File: src/rtl/idex_if.sv
// ID/EX pipeline register bus: decode-side fields in, execute-side fields out,
// plus the stall/bubble/flush controls and the bubble counter.
interface idex_if #(
   parameter int DATA_W  = 32,
   parameter int REG_AW  = 5,
   parameter int ALUOP_W = 4
);
   logic                stall, bubble, flush;
   logic                validID;
   logic [DATA_W-1:0]   pc4ID, rsdataID, rtdataID, immID;
   logic [REG_AW-1:0]   rsID, rtID, rdID;
   logic                RegWriteID, MemReadID, MemWriteID, MemtoRegID, ALUSrcID, RegDstID, BranchID;
   logic [ALUOP_W-1:0]  ALUOpID;

   logic                validEX;
   logic [DATA_W-1:0]   pc4EX, rsdataEX, rtdataEX, immEX;
   logic [REG_AW-1:0]   rsEX, rtEX, rdEX, writeregEX;
   logic                RegWriteEX, MemReadEX, MemWriteEX, MemtoRegEX, ALUSrcEX, RegDstEX, BranchEX;
   logic [ALUOP_W-1:0]  ALUOpEX;
   logic [15:0]         bubblecnt;

   modport master (
      output stall, bubble, flush, validID, pc4ID, rsdataID, rtdataID, immID,
             rsID, rtID, rdID, RegWriteID, MemReadID, MemWriteID, MemtoRegID,
             ALUSrcID, RegDstID, BranchID, ALUOpID,
      input  validEX, pc4EX, rsdataEX, rtdataEX, immEX, rsEX, rtEX, rdEX, writeregEX,
             RegWriteEX, MemReadEX, MemWriteEX, MemtoRegEX, ALUSrcEX, RegDstEX,
             BranchEX, ALUOpEX, bubblecnt
   );

   modport slave (
      input  stall, bubble, flush, validID, pc4ID, rsdataID, rtdataID, immID,
             rsID, rtID, rdID, RegWriteID, MemReadID, MemWriteID, MemtoRegID,
             ALUSrcID, RegDstID, BranchID, ALUOpID,
      output validEX, pc4EX, rsdataEX, rtdataEX, immEX, rsEX, rtEX, rdEX, writeregEX,
             RegWriteEX, MemReadEX, MemWriteEX, MemtoRegEX, ALUSrcEX, RegDstEX,
             BranchEX, ALUOpEX, bubblecnt
   );
endinterface

File: src/rtl/idex_reg.sv
// ID/EX pipeline register: stall holds, bubble/flush load a NOP, else capture ID.
// Optional IDEX_BUBBLECNT_EN adds a saturating 16-bit load-use bubble counter.
module idex_reg #(
   parameter int DATA_W  = 32,
   parameter int REG_AW  = 5,
   parameter int ALUOP_W = 4
) (
   input  logic   clk,
   input  logic   rst_n,
   idex_if.slave  io
);
   typedef struct packed {
      logic                valid;
      logic [DATA_W-1:0]   pc4, rsdata, rtdata, imm;
      logic [REG_AW-1:0]   rs, rt, rd;
      logic                regwrite, memread, memwrite, memtoreg, alusrc, regdst, branch;
      logic [ALUOP_W-1:0]  aluop;
   } ex_t;

   ex_t q, nxt;
   logic nop;

   assign nop = io.bubble | io.flush;

   // Data/index fields always load so a NOP never carries X downstream.
   always_comb begin
      nxt          = '0;
      nxt.pc4      = io.pc4ID;
      nxt.rsdata   = io.rsdataID;
      nxt.rtdata   = io.rtdataID;
      nxt.imm      = io.immID;
      nxt.rs       = io.rsID;
      nxt.rt       = io.rtID;
      nxt.rd       = io.rdID;
      if (!nop) begin
         nxt.valid    = io.validID;
         nxt.regwrite = io.RegWriteID;
         nxt.memread  = io.MemReadID;
         nxt.memwrite = io.MemWriteID;
         nxt.memtoreg = io.MemtoRegID;
         nxt.alusrc   = io.ALUSrcID;
         nxt.regdst   = io.RegDstID;
         nxt.branch   = io.BranchID;
         nxt.aluop    = io.ALUOpID;
      end
   end

   always_ff @(posedge clk or negedge rst_n) begin
      if (!rst_n)         q <= '0;
      else if (!io.stall) q <= nxt;
   end

   assign io.validEX    = q.valid;
   assign io.pc4EX      = q.pc4;
   assign io.rsdataEX   = q.rsdata;
   assign io.rtdataEX   = q.rtdata;
   assign io.immEX      = q.imm;
   assign io.rsEX       = q.rs;
   assign io.rtEX       = q.rt;
   assign io.rdEX       = q.rd;
   assign io.RegWriteEX = q.regwrite;
   assign io.MemReadEX  = q.memread;
   assign io.MemWriteEX = q.memwrite;
   assign io.MemtoRegEX = q.memtoreg;
   assign io.ALUSrcEX   = q.alusrc;
   assign io.RegDstEX   = q.regdst;
   assign io.BranchEX   = q.branch;
   assign io.ALUOpEX    = q.aluop;
   // Hazard unit compares this against ID rs/rt in the same cycle.
   assign io.writeregEX = q.regdst ? q.rd : q.rt;

`ifdef IDEX_BUBBLECNT_EN
   logic [15:0] cnt;
   always_ff @(posedge clk or negedge rst_n) begin
      if (!rst_n)                                      cnt <= '0;
      else if (!io.stall && io.bubble && cnt != 16'hFFFF) cnt <= cnt + 16'd1;
   end
   assign io.bubblecnt = cnt;
`else
   assign io.bubblecnt = 16'h0000;
`endif
endmodule

File: src/flat_wrapper.sv
// flat-port wrapper written by rule: the top's interface ports become plain ports
module idex_reg_flat 
#(
   parameter int DATA_W  = 32,
   parameter int REG_AW  = 5,
   parameter int ALUOP_W = 4
)
  (clk, rst_n, io_stall, io_bubble, io_flush, io_validID, io_pc4ID, io_rsdataID, io_rtdataID, io_immID, io_rsID, io_rtID, io_rdID, io_RegWriteID, io_MemReadID, io_MemWriteID, io_MemtoRegID, io_ALUSrcID, io_RegDstID, io_BranchID, io_ALUOpID, io_validEX, io_pc4EX, io_rsdataEX, io_rtdataEX, io_immEX, io_rsEX, io_rtEX, io_rdEX, io_writeregEX, io_RegWriteEX, io_MemReadEX, io_MemWriteEX, io_MemtoRegEX, io_ALUSrcEX, io_RegDstEX, io_BranchEX, io_ALUOpEX, io_bubblecnt);
  idex_if #(.DATA_W(DATA_W), .REG_AW(REG_AW), .ALUOP_W(ALUOP_W)) io_i ();
  input  logic clk;
  input  logic rst_n;
  input wire logic [$bits(io_i.stall)-1:0] io_stall;
  input wire logic [$bits(io_i.bubble)-1:0] io_bubble;
  input wire logic [$bits(io_i.flush)-1:0] io_flush;
  input wire logic [$bits(io_i.validID)-1:0] io_validID;
  input wire logic [$bits(io_i.pc4ID)-1:0] io_pc4ID;
  input wire logic [$bits(io_i.rsdataID)-1:0] io_rsdataID;
  input wire logic [$bits(io_i.rtdataID)-1:0] io_rtdataID;
  input wire logic [$bits(io_i.immID)-1:0] io_immID;
  input wire logic [$bits(io_i.rsID)-1:0] io_rsID;
  input wire logic [$bits(io_i.rtID)-1:0] io_rtID;
  input wire logic [$bits(io_i.rdID)-1:0] io_rdID;
  input wire logic [$bits(io_i.RegWriteID)-1:0] io_RegWriteID;
  input wire logic [$bits(io_i.MemReadID)-1:0] io_MemReadID;
  input wire logic [$bits(io_i.MemWriteID)-1:0] io_MemWriteID;
  input wire logic [$bits(io_i.MemtoRegID)-1:0] io_MemtoRegID;
  input wire logic [$bits(io_i.ALUSrcID)-1:0] io_ALUSrcID;
  input wire logic [$bits(io_i.RegDstID)-1:0] io_RegDstID;
  input wire logic [$bits(io_i.BranchID)-1:0] io_BranchID;
  input wire logic [$bits(io_i.ALUOpID)-1:0] io_ALUOpID;
  output wire logic [$bits(io_i.validEX)-1:0] io_validEX;
  output wire logic [$bits(io_i.pc4EX)-1:0] io_pc4EX;
  output wire logic [$bits(io_i.rsdataEX)-1:0] io_rsdataEX;
  output wire logic [$bits(io_i.rtdataEX)-1:0] io_rtdataEX;
  output wire logic [$bits(io_i.immEX)-1:0] io_immEX;
  output wire logic [$bits(io_i.rsEX)-1:0] io_rsEX;
  output wire logic [$bits(io_i.rtEX)-1:0] io_rtEX;
  output wire logic [$bits(io_i.rdEX)-1:0] io_rdEX;
  output wire logic [$bits(io_i.writeregEX)-1:0] io_writeregEX;
  output wire logic [$bits(io_i.RegWriteEX)-1:0] io_RegWriteEX;
  output wire logic [$bits(io_i.MemReadEX)-1:0] io_MemReadEX;
  output wire logic [$bits(io_i.MemWriteEX)-1:0] io_MemWriteEX;
  output wire logic [$bits(io_i.MemtoRegEX)-1:0] io_MemtoRegEX;
  output wire logic [$bits(io_i.ALUSrcEX)-1:0] io_ALUSrcEX;
  output wire logic [$bits(io_i.RegDstEX)-1:0] io_RegDstEX;
  output wire logic [$bits(io_i.BranchEX)-1:0] io_BranchEX;
  output wire logic [$bits(io_i.ALUOpEX)-1:0] io_ALUOpEX;
  output wire logic [$bits(io_i.bubblecnt)-1:0] io_bubblecnt;
  assign io_i.stall = io_stall;
  assign io_i.bubble = io_bubble;
  assign io_i.flush = io_flush;
  assign io_i.validID = io_validID;
  assign io_i.pc4ID = io_pc4ID;
  assign io_i.rsdataID = io_rsdataID;
  assign io_i.rtdataID = io_rtdataID;
  assign io_i.immID = io_immID;
  assign io_i.rsID = io_rsID;
  assign io_i.rtID = io_rtID;
  assign io_i.rdID = io_rdID;
  assign io_i.RegWriteID = io_RegWriteID;
  assign io_i.MemReadID = io_MemReadID;
  assign io_i.MemWriteID = io_MemWriteID;
  assign io_i.MemtoRegID = io_MemtoRegID;
  assign io_i.ALUSrcID = io_ALUSrcID;
  assign io_i.RegDstID = io_RegDstID;
  assign io_i.BranchID = io_BranchID;
  assign io_i.ALUOpID = io_ALUOpID;
  assign io_validEX = io_i.validEX;
  assign io_pc4EX = io_i.pc4EX;
  assign io_rsdataEX = io_i.rsdataEX;
  assign io_rtdataEX = io_i.rtdataEX;
  assign io_immEX = io_i.immEX;
  assign io_rsEX = io_i.rsEX;
  assign io_rtEX = io_i.rtEX;
  assign io_rdEX = io_i.rdEX;
  assign io_writeregEX = io_i.writeregEX;
  assign io_RegWriteEX = io_i.RegWriteEX;
  assign io_MemReadEX = io_i.MemReadEX;
  assign io_MemWriteEX = io_i.MemWriteEX;
  assign io_MemtoRegEX = io_i.MemtoRegEX;
  assign io_ALUSrcEX = io_i.ALUSrcEX;
  assign io_RegDstEX = io_i.RegDstEX;
  assign io_BranchEX = io_i.BranchEX;
  assign io_ALUOpEX = io_i.ALUOpEX;
  assign io_bubblecnt = io_i.bubblecnt;
  idex_reg #(.DATA_W(DATA_W), .REG_AW(REG_AW), .ALUOP_W(ALUOP_W)) u_core (.clk(clk), .rst_n(rst_n), .io(io_i));
endmodule
File: config.mk
export PLATFORM = sky130hd
export DESIGN_NAME = idex_reg_flat
export DESIGN_NICKNAME = d
export VERILOG_FILES = /design/src/rtl/idex_if.sv /design/src/rtl/idex_reg.sv /design/src/flat_wrapper.sv
export SDC_FILE = /design/constraint.sdc
export NUM_CORES = 1
export LEC_CHECK = 0
export ABC_AREA = 1
export CAP_MARGIN = 20
export CORE_MARGIN = 5
export CORE_UTILIZATION = 39
export DETAILED_ROUTE_END_ITERATION = 6
export PLACE_DENSITY_LB_ADDON = 0.25
export REMOVE_ABC_BUFFERS = 1
export SLEW_MARGIN = 40
export SYNTH_ARGS = -nofsm -noshare
export SYNTH_HDL_FRONTEND = slang
export SYNTH_SLANG_ARGS = --single-unit
File: constraint.sdc
create_clock -name clk -period 1 [get_ports clk]
set_clock_uncertainty 0.05 [all_clocks]
set_input_delay 0.2 -clock clk [delete_from_list [all_inputs] [get_ports clk]]
set_output_delay 0.2 -clock clk [all_outputs]
set_load 0.03 [all_outputs]
==> flow_summary.toml, run 1 <==
[outcome]
status = "finished with violations"
violations = "negative setup slack"

[place]
hpwl_um = 13790
io_buffers = 319
gp_congestion = 0.7622
place_ws_ps = -195.2

[detailed_routing]
drc = 0
wire_per_inst_um = 15.00
vias_per_cell = 4.330
drtPass1Iterations = 6
drt-initial-drc-count = 293
ant_nets = 0
wl_um = 19870
num_vias = 5733

[layout]
nNetsFinal = 1255
layout-drive-gt1-share_pct = 25.54
fillers = 1198
antenna_cells = 0
mostFrequentLayoutCells = "nand2_1, buf_6, clkdlybuf4s50_1, inv_1, dfrtp_1"
layout_commonest_cell = "nand2_1"
area_delta_synth_final_pct = 75.82
post-route-util_pct = 69.71

[logic_synthesis]
synthXorXnorAreaFrac_pct = 0
yosys.area_share.adder_pct = 0
synth.mux.area_fraction_pct = 0
synth.distinct_cells = 13
seq_area_frac_synth_pct = 61.58
ys_warn_count = 0
synth-simple-area-share_pct = 11.74
netlist_instances = 708
synth_top_area_share_pct = 61.58
netlist_area_um2 = 6299
avgSynthCellArea_um2 = 8.896
synth-seq-cells = 155
synth_top_family_by_area = "buffers and inverters"
synth_compound_area_share_pct = 11.76
synthTopCellsByArea = "dfrtp_1, nand2_1, o21ai_0, inv_1, buf_6"
synth_top_area_cell = "dfrtp_1"

[global_route]
track_usage_pct = 19.96
antenna_found_initial = 1
grt_max_degree = 52
grt_pass1_wl_um = 28680
grt_pass1_vias = 5613
overflow = 0

[critical_path]
cp.arrival_ps = 1290
cp.required_ps = 750
worst_r2r_path_depth = 4
reg2reg_slack_ps = 20
endpoint_kind = "primary output"
cp_max_fo = 7
cp-start-kind = "flip-flop"
critical_path_class = "reg -> out"
r2r-end = "u_core.io.rtdataEX[22]"
worstReg2RegStart = "u_core.io.rtdataEX[22]"

[sta]
slew_viol_final = 0
fmax_mhz = 649.7
finalHoldViolations = 0
rsz0062_at_grt = "true"
min_period_over_period_pct = 153.9
setup_viol = 160
fin_ws_ps = -539.2
fin_crit_ps = 1539

[cts]
htree_levels = 4
cts_buffer_depth = 2
cts_made_buffers = 17
clock_sink_count = 155
insertion_delay_ps = 410
cts.reportedPaths.clkPinSlew_ps = 60
root_buffer = "clkbuf_16"
cts_tree = "built"

[power]
leakagePower_uw = 0.005745
powerDensity_nw_per_um2 = 1691
irDropWorstVdd_mv = 1.091

[die]
die_h_um = 137.1
ios = 336
dieArea_um2 = 18790
initial_core_util_pct = 39.65
row_count = 46
core_area_um2 = 15890
dieWidth_um = 137.1

[worst_hold_path]
hp-class = "in -> async"

[job]
cap_violations = 0
-- flip-flops by register name (all words and copies together) (netlist names) --
| name | count |
|---|---|
| u_core.io.ALUOpEX | 4 |
| u_core.io.ALUSrcEX | 1 |
| u_core.io.BranchEX | 1 |
| u_core.io.MemReadEX | 1 |
| u_core.io.MemWriteEX | 1 |
| u_core.io.MemtoRegEX | 1 |
| u_core.io.RegDstEX | 1 |
| u_core.io.RegWriteEX | 1 |
| u_core.io.immEX | 32 |
| u_core.io.pc4EX | 32 |
| u_core.io.rdEX | 5 |
| u_core.io.rsEX | 5 |
| u_core.io.rsdataEX | 32 |
| u_core.io.rtEX | 5 |
| u_core.io.rtdataEX | 32 |
| u_core.io.validEX | 1 |
-- worst max-delay path by stage --
stage / start / to / slack [ps] / cells after the start
finish: u_core.io.RegDstEX / io_writeregEX[0] / -540 / 3
global route: u_core.io.RegDstEX / io_writeregEX[4] / -590 / 3
CTS: u_core.io.RegDstEX / io_writeregEX[4] / -560 / 3
detailed placement: u_core.io.RegDstEX / io_writeregEX[4] / -200 / 3
global placement: u_core.io.RegDstEX / io_writeregEX[0] / -170 / 3
floorplan: u_core.io.RegDstEX / io_writeregEX[0] / -570 / 1
-- layout make-up --
| cell class | instances | area (um^2) | share of cell area, % |
|---|---|---|---|
| repair buffers | 405 | 4154 | 37.51 |
| multi-input cells | 361 | 1554 | 14.03 |
| clock buffers | 19 | 442.9 | 4.000 |
| flip-flops and latches | 155 | 3880 | 35.04 |
| well taps | 216 | 270.3 | 2.440 |
| inverters | 155 | 581.8 | 5.254 |
| clock inverters | 13 | 191.4 | 1.729 |
-- metrics by stage --
step | setup TNS (ps) | hold slack [ps] | total power [uW] | std cells | area [um^2]
6_report | -35280 | 134.1 | 18730 | 1324 | 11070
5_1_grt | -40810 | 137.3 | 19500 | 1324 | 11070
4_1_cts | -38390 | 113.3 | 18660 | 1283 | 10760
3_5_place_dp | -3412 | -15.23 | 11110 | 1230 | 9349
3_3_place_gp | -2792 | -11.98 | 11050 | 1230 | 9349
2_1_floorplan | -2833 | -145.6 | 8905 | 671 | 6001
-- where the power goes --
part           internal [uW]  switching [uW]  leakage (uW)
Sequential              6820             415       0.00190
Clock                   4270            2670      0.000305
Combinational           2210            2350       0.00354
Total                  13300            5430       0.00574
-- per-layer routing --
layer / wire length [um] / global-route usage [%]
met1: 7379 / 22.08
met4: 494 / 8.647
met2: 10000 / 34.06
met5: 13 / 0
met3: 1978 / 7.831
-- cells by family (layout without fill, tap and decap cells) --
group	count (synthesis)	count (layout)
flip-flops	155	155
buffers and inverters	207	592
other	1	16
AO/OA/AOI/OAI	148	148
AND/OR/NAND/NOR	197	197
-- cell usage after synthesis (all sizes together) --
| library cell | instances |
|---|---|
| nand2 | 179 |
| o21ai | 143 |
| inv | 155 |
| nor2 | 18 |
| dfrtp | 155 |
| clkbuf | 15 |
| conb | 1 |
| buf | 37 |
| a21oi | 5 |
-- worst max-delay path: stages, from the launching register on --
cell	delay [ps]
dfrtp_2	450
buf_6	150
o21ai_2	120
buf_6	150
-- repair_timing --
action | CTS | global route
endpoints found under the hold margin | 155 | 0
hold buffers | 1 | 0
pin swaps | 3 | 0
setup buffers | 20 | 41
setup endpoints to repair | 160 | 160
resized for setup | 168 | 6
Note: power is estimated with default switching activity, not from simulation.
==> run 2: changes to the inputs <==
--- a/config.mk
+++ b/config.mk
@@ -16,3 +16,4 @@
 export SYNTH_ARGS = -nofsm -noshare
 export SYNTH_HDL_FRONTEND = slang
 export SYNTH_SLANG_ARGS = --single-unit
+export TNS_END_PERCENT = 1
==> flow_summary.toml, run 2 (synthesis results as in run 1) <==
[detailed_routing]
drc = 0
drtPass1Iterations = 4
vias_per_cell = 4.325
drt-initial-drc-count = 250
num_vias = 5462
wl_um = 18780
ant_nets = 0
wire_per_inst_um = 14.87

[cts]
root_buffer = "clkbuf_16"
cts_buffer_depth = 2
htree_levels = 4
cts.reportedPaths.clkPinSlew_ps = 60
cts_made_buffers = 17
postCtsSetupBuffers = 0
cts_tree = "built"
clock_sink_count = 155
insertion_delay_ps = 410

[job]
cap_violations = 0

[critical_path]
critPathMaxStageDelay_ps = 450
cp-start-kind = "flip-flop"
cp_max_fo = 7
cp.required_ps = 750
cpMostUsedCell = "buf_6"
endpoint_kind = "primary output"
path_cells = "buf_6 -> o21ai_2 -> buf_6"
critical_path_class = "reg -> out"
cp.arrival_ps = 1290
reg2reg_slack_ps = 150
cp_slowest_cell = "dfrtp_2"

[worst_hold_path]
hp-class = "in -> async"

[die]
dieArea_um2 = 18790
die_h_um = 137.1
core_area_um2 = 15890
initial_core_util_pct = 39.65
dieWidth_um = 137.1
ios = 336
row_count = 46

[global_route]
grt_pass1_wl_um = 28370
track_usage_pct = 19.75
grt_pass1_vias = 5508
overflow = 0
antenna_found_initial = 1
grt_max_degree = 52

[power]
powerDensity_nw_per_um2 = 1732
irDropWorstVdd_mv = 1.096
leakagePower_uw = 0.005441

[sta]
finalHoldViolations = 0
slew_viol_final = 0
min_period_over_period_pct = 154.3
rsz0062_at_grt = "true"
fin_ws_ps = -542.9
fin_crit_ps = 1543
setup_viol = 160
worst_hold_slack_ps = 134.4
fmax_mhz = 648.1

[layout]
antenna_cells = 0
layout-drive-gt1-share_pct = 21.20
design_area_um2 = 10620
area_delta_synth_final_pct = 68.55
layout_commonest_cell = "nand2_1"
mostFrequentLayoutCells = "nand2_1, buf_6, clkdlybuf4s50_1, inv_1, dfrtp_1"
nNetsFinal = 1194

[outcome]
status = "finished with violations"
violations = "negative setup slack"

[place]
placed_area_um2 = 9349
io_buffers = 319
hpwl_um = 13790
gp_congestion = 0.7622
run 2: changes by cell type in the layout (fill, tap and decap cells not counted), sizes merged:
cell / delta
buf: -61
run 2: repair_timing:
| item | CTS | global route |
|---|---|---|
| endpoints found under the setup margin | 160 | 160 |
| resized for setup | 168 | 3 |
| hold buffers | 1 | 0 |
| hold endpoints to repair | 155 | 0 |
| pin swaps | 3 | 0 |
| cloned | 0 | 0 |
run 2: routing by layer:
layer,global-route usage (%),vias to the layer above,share of wire [%]
li1,-,2727,-
met1,22.30,2476,39
met2,33.54,223,49
met3,7.390,34,9.2
met4,8.370,2,2.5
met5,0,-,0.069
run 2: per-stage QoR:
stage / total power [uW] / util [%] / instances / worst slack, ps / TNS (ps)
final: 18390 / 66.83 / 1263 / -542.9 / -35350
after global routing: 19170 / 66.83 / 1263 / -592.0 / -40950
after CTS: 18560 / 66.77 / 1263 / -555.3 / -38560
after global placement: 11050 / 58.85 / 1230 / -173.5 / -2792
after detailed placement: 11110 / 58.85 / 1230 / -195.2 / -3412
after floorplan: 8905 / - / 671 / -566.7 / -2833
run 2: critical path: cells and delay by family (launching register included):
kind                   cells  cell delay [ps]
AOI/OAI and AO/OA          1              120
buffers and inverters      2              300
DFF                        1              450
run 2: worst paths after layout:
check                                        from                      to  cells after the start
setup reg to reg               u_core.io.RegDstEX      u_core.io.RegDstEX                      3
hold reg to reg            u_core.io.rsdataEX[24]  u_core.io.rsdataEX[24]                      2
min in group clk                         io_stall   u_core.io.rtdataEX[6]                      3
hold / removal                              rst_n     u_core.io.immEX[22]                      2
setup / recovery               u_core.io.RegDstEX        io_writeregEX[0]                      3
max in group asynchronous                   rst_n      u_core.io.RegDstEX                      3
run 2: where the power goes:
part | internal (uW) | switching, uW | total [uW]
Clock | 4270 | 2660 | 6930
Combinational | 1960 | 2260 | 4230
Sequential | 6820 | 410 | 7230
run 2: layout make-up:
type,instances,area (um^2)
Clock buffer,19,442.9
Multi-Input combinational cell,361,1554
Clock inverter,13,191.4
Tap cell,216,270.3
Inverter,155,581.8
Timing Repair Buffer,344,3696
Sequential cell,155,3880
Fill cell,1284,5269
==> run 3: changes to the inputs <==
--- a/config.mk
+++ b/config.mk
@@ -7,6 +7,7 @@
 export LEC_CHECK = 0
 export ABC_AREA = 1
 export CAP_MARGIN = 20
+export CORE_ASPECT_RATIO = 0.6
 export CORE_MARGIN = 5
 export CORE_UTILIZATION = 39
 export DETAILED_ROUTE_END_ITERATION = 6
==> flow_summary.toml, run 3 (synthesis results as in run 1) <==
[power]
power_frac_seq_pct = 40.1
powerDensity_nw_per_um2 = 1705
power_frac_comb_pct = 23.4
irDropWorstVdd_mv = 1.142
switchingPower_uw = 5301
swShare_pct = 29.41
pwr-share-clk_pct = 36.5
power.total_uw = 18020
intPower_uw = 12720
leakagePower_uw = 0.005419

[global_route]
track_usage_pct = 18.90
antenna_found_initial = 0
grt_max_degree = 64
grt_pass1_vias = 5313
grt_pass1_wl_um = 28510
overflow = 0

[place]
io_buffers = 319
gp_congestion = 0.7911
place_ws_ps = -429.9
hpwl_um = 13440

[critical_path]
cp_max_fo = 6
cp.required_ps = 750
cp-start-kind = "flip-flop"
critical_path_class = "reg -> out"
endpoint_kind = "primary output"
cp.arrival_ps = 1230

[die]
die_h_um = 108.4
core_area_um2 = 16040
initial_core_util_pct = 39.28
dieWidth_um = 174.1
ios = 336
dieArea_um2 = 18880
row_count = 36

[sta]
min_period_over_period_pct = 147.8
fmax_mhz = 676.8
worst_hold_slack_ps = 102.8
setup_viol = 160
finalHoldViolations = 0
fin_crit_ps = 1478
fin_ws_ps = -477.5
rsz0062_at_grt = "true"
slew_viol_final = 0
setup_tns_ps = -31950

[detailed_routing]
vias_per_cell = 4.322
num_vias = 5416
drt-initial-drc-count = 338
wire_per_inst_um = 14.52
drc = 0
wl_um = 18190
ant_nets = 0
drtPass1Iterations = 4

[cts]
cts_buffer_depth = 2
insertion_delay_ps = 390
root_buffer = "clkbuf_16"
cts_tree = "built"
htree_levels = 4
cts_made_buffers = 17
cts.reportedPaths.clkPinSlew_ps = 70
clock_sink_count = 155

[outcome]
violations = "negative setup slack"
status = "finished with violations"

[layout]
mostFrequentLayoutCells = "nand2_1, buf_6, clkdlybuf4s50_1, inv_1, dfrtp_1"
fillers = 1287
multiInputGateArea_um2 = 1587
area_delta_synth_final_pct = 67.84
nNetsFinal = 1192
layout-drive-gt1-share_pct = 21.46
layout_commonest_cell = "nand2_1"
seqCellArea_um2 = 3881
antenna_cells = 0

[worst_hold_path]
hp-class = "in -> reg"

[job]
cap_violations = 0
-- run 3: routing by layer --
layer | wire length, um | vias up | GRT usage, %
li1 | - | 2721 | -
met5 | 0 | - | 0
met2 | 8620 | 189 | 30.78
met4 | 106 | 0 | 3.614
met3 | 1621 | 9 | 8.036
met1 | 7841 | 2497 | 23.99
-- run 3: area by class of cell --
cell class	instances	share of cell area [%]
Multi-Input combinational cell	361	15.01
Tap cell	209	2.474
Inverter	155	5.504
Sequential cell	155	36.71
Timing Repair Buffer	342	34.67
Clock buffer	19	4.095
Clock inverter	12	1.539
-- run 3: path summary, 6_finish.rpt --
check                                  startpoint                endpoint  slack [ps]  cells past startpoint
setup / recovery               u_core.io.RegDstEX        io_writeregEX[3]        -480                      3
hold / removal                           io_stall   u_core.io.rsdataEX[0]         100                      2
setup reg to reg               u_core.io.RegDstEX      u_core.io.RegDstEX         190                      3
hold reg to reg            u_core.io.rsdataEX[23]  u_core.io.rsdataEX[23]         460                      2
max in group asynchronous                   rst_n       u_core.io.rdEX[3]         250                      3
min in group asynchronous                   rst_n     u_core.io.pc4EX[11]         190                      2
-- run 3: repair_timing --
action | CTS | global route
pin swaps | 0 | 5
buffers inserted | 0 | 2
hold buffers | 1 | 0
endpoints found under the setup margin | 163 | 160
endpoints found under the hold margin | 155 | 0
resized for setup | 158 | 24
-- run 3: power groups by stage --
stage	logic, uW	registers (uW)	clock network, uW
CTS	4190	7230	6740
detailed placement	3850	7230	0
floorplan	604	8300	0
finish	4210	7230	6590
global placement	3810	7220	0
global route	4490	7290	7070
-- run 3: per-stage QoR --
stage	instance area (um^2)	utilization, %	std cells
3_3_place_gp	9298	57.98	1219
6_report	10570	65.93	1253
2_1_floorplan	6001	-	671
3_5_place_dp	9300	58.00	1219
4_1_cts	10490	65.42	1251
5_1_grt	10570	65.93	1253
-- run 3: worst max-delay path: stages (launching register included) --
cell,delay [ps]
dfrtp_2,410
buf_6,140
o21ai_4,130
buf_6,150
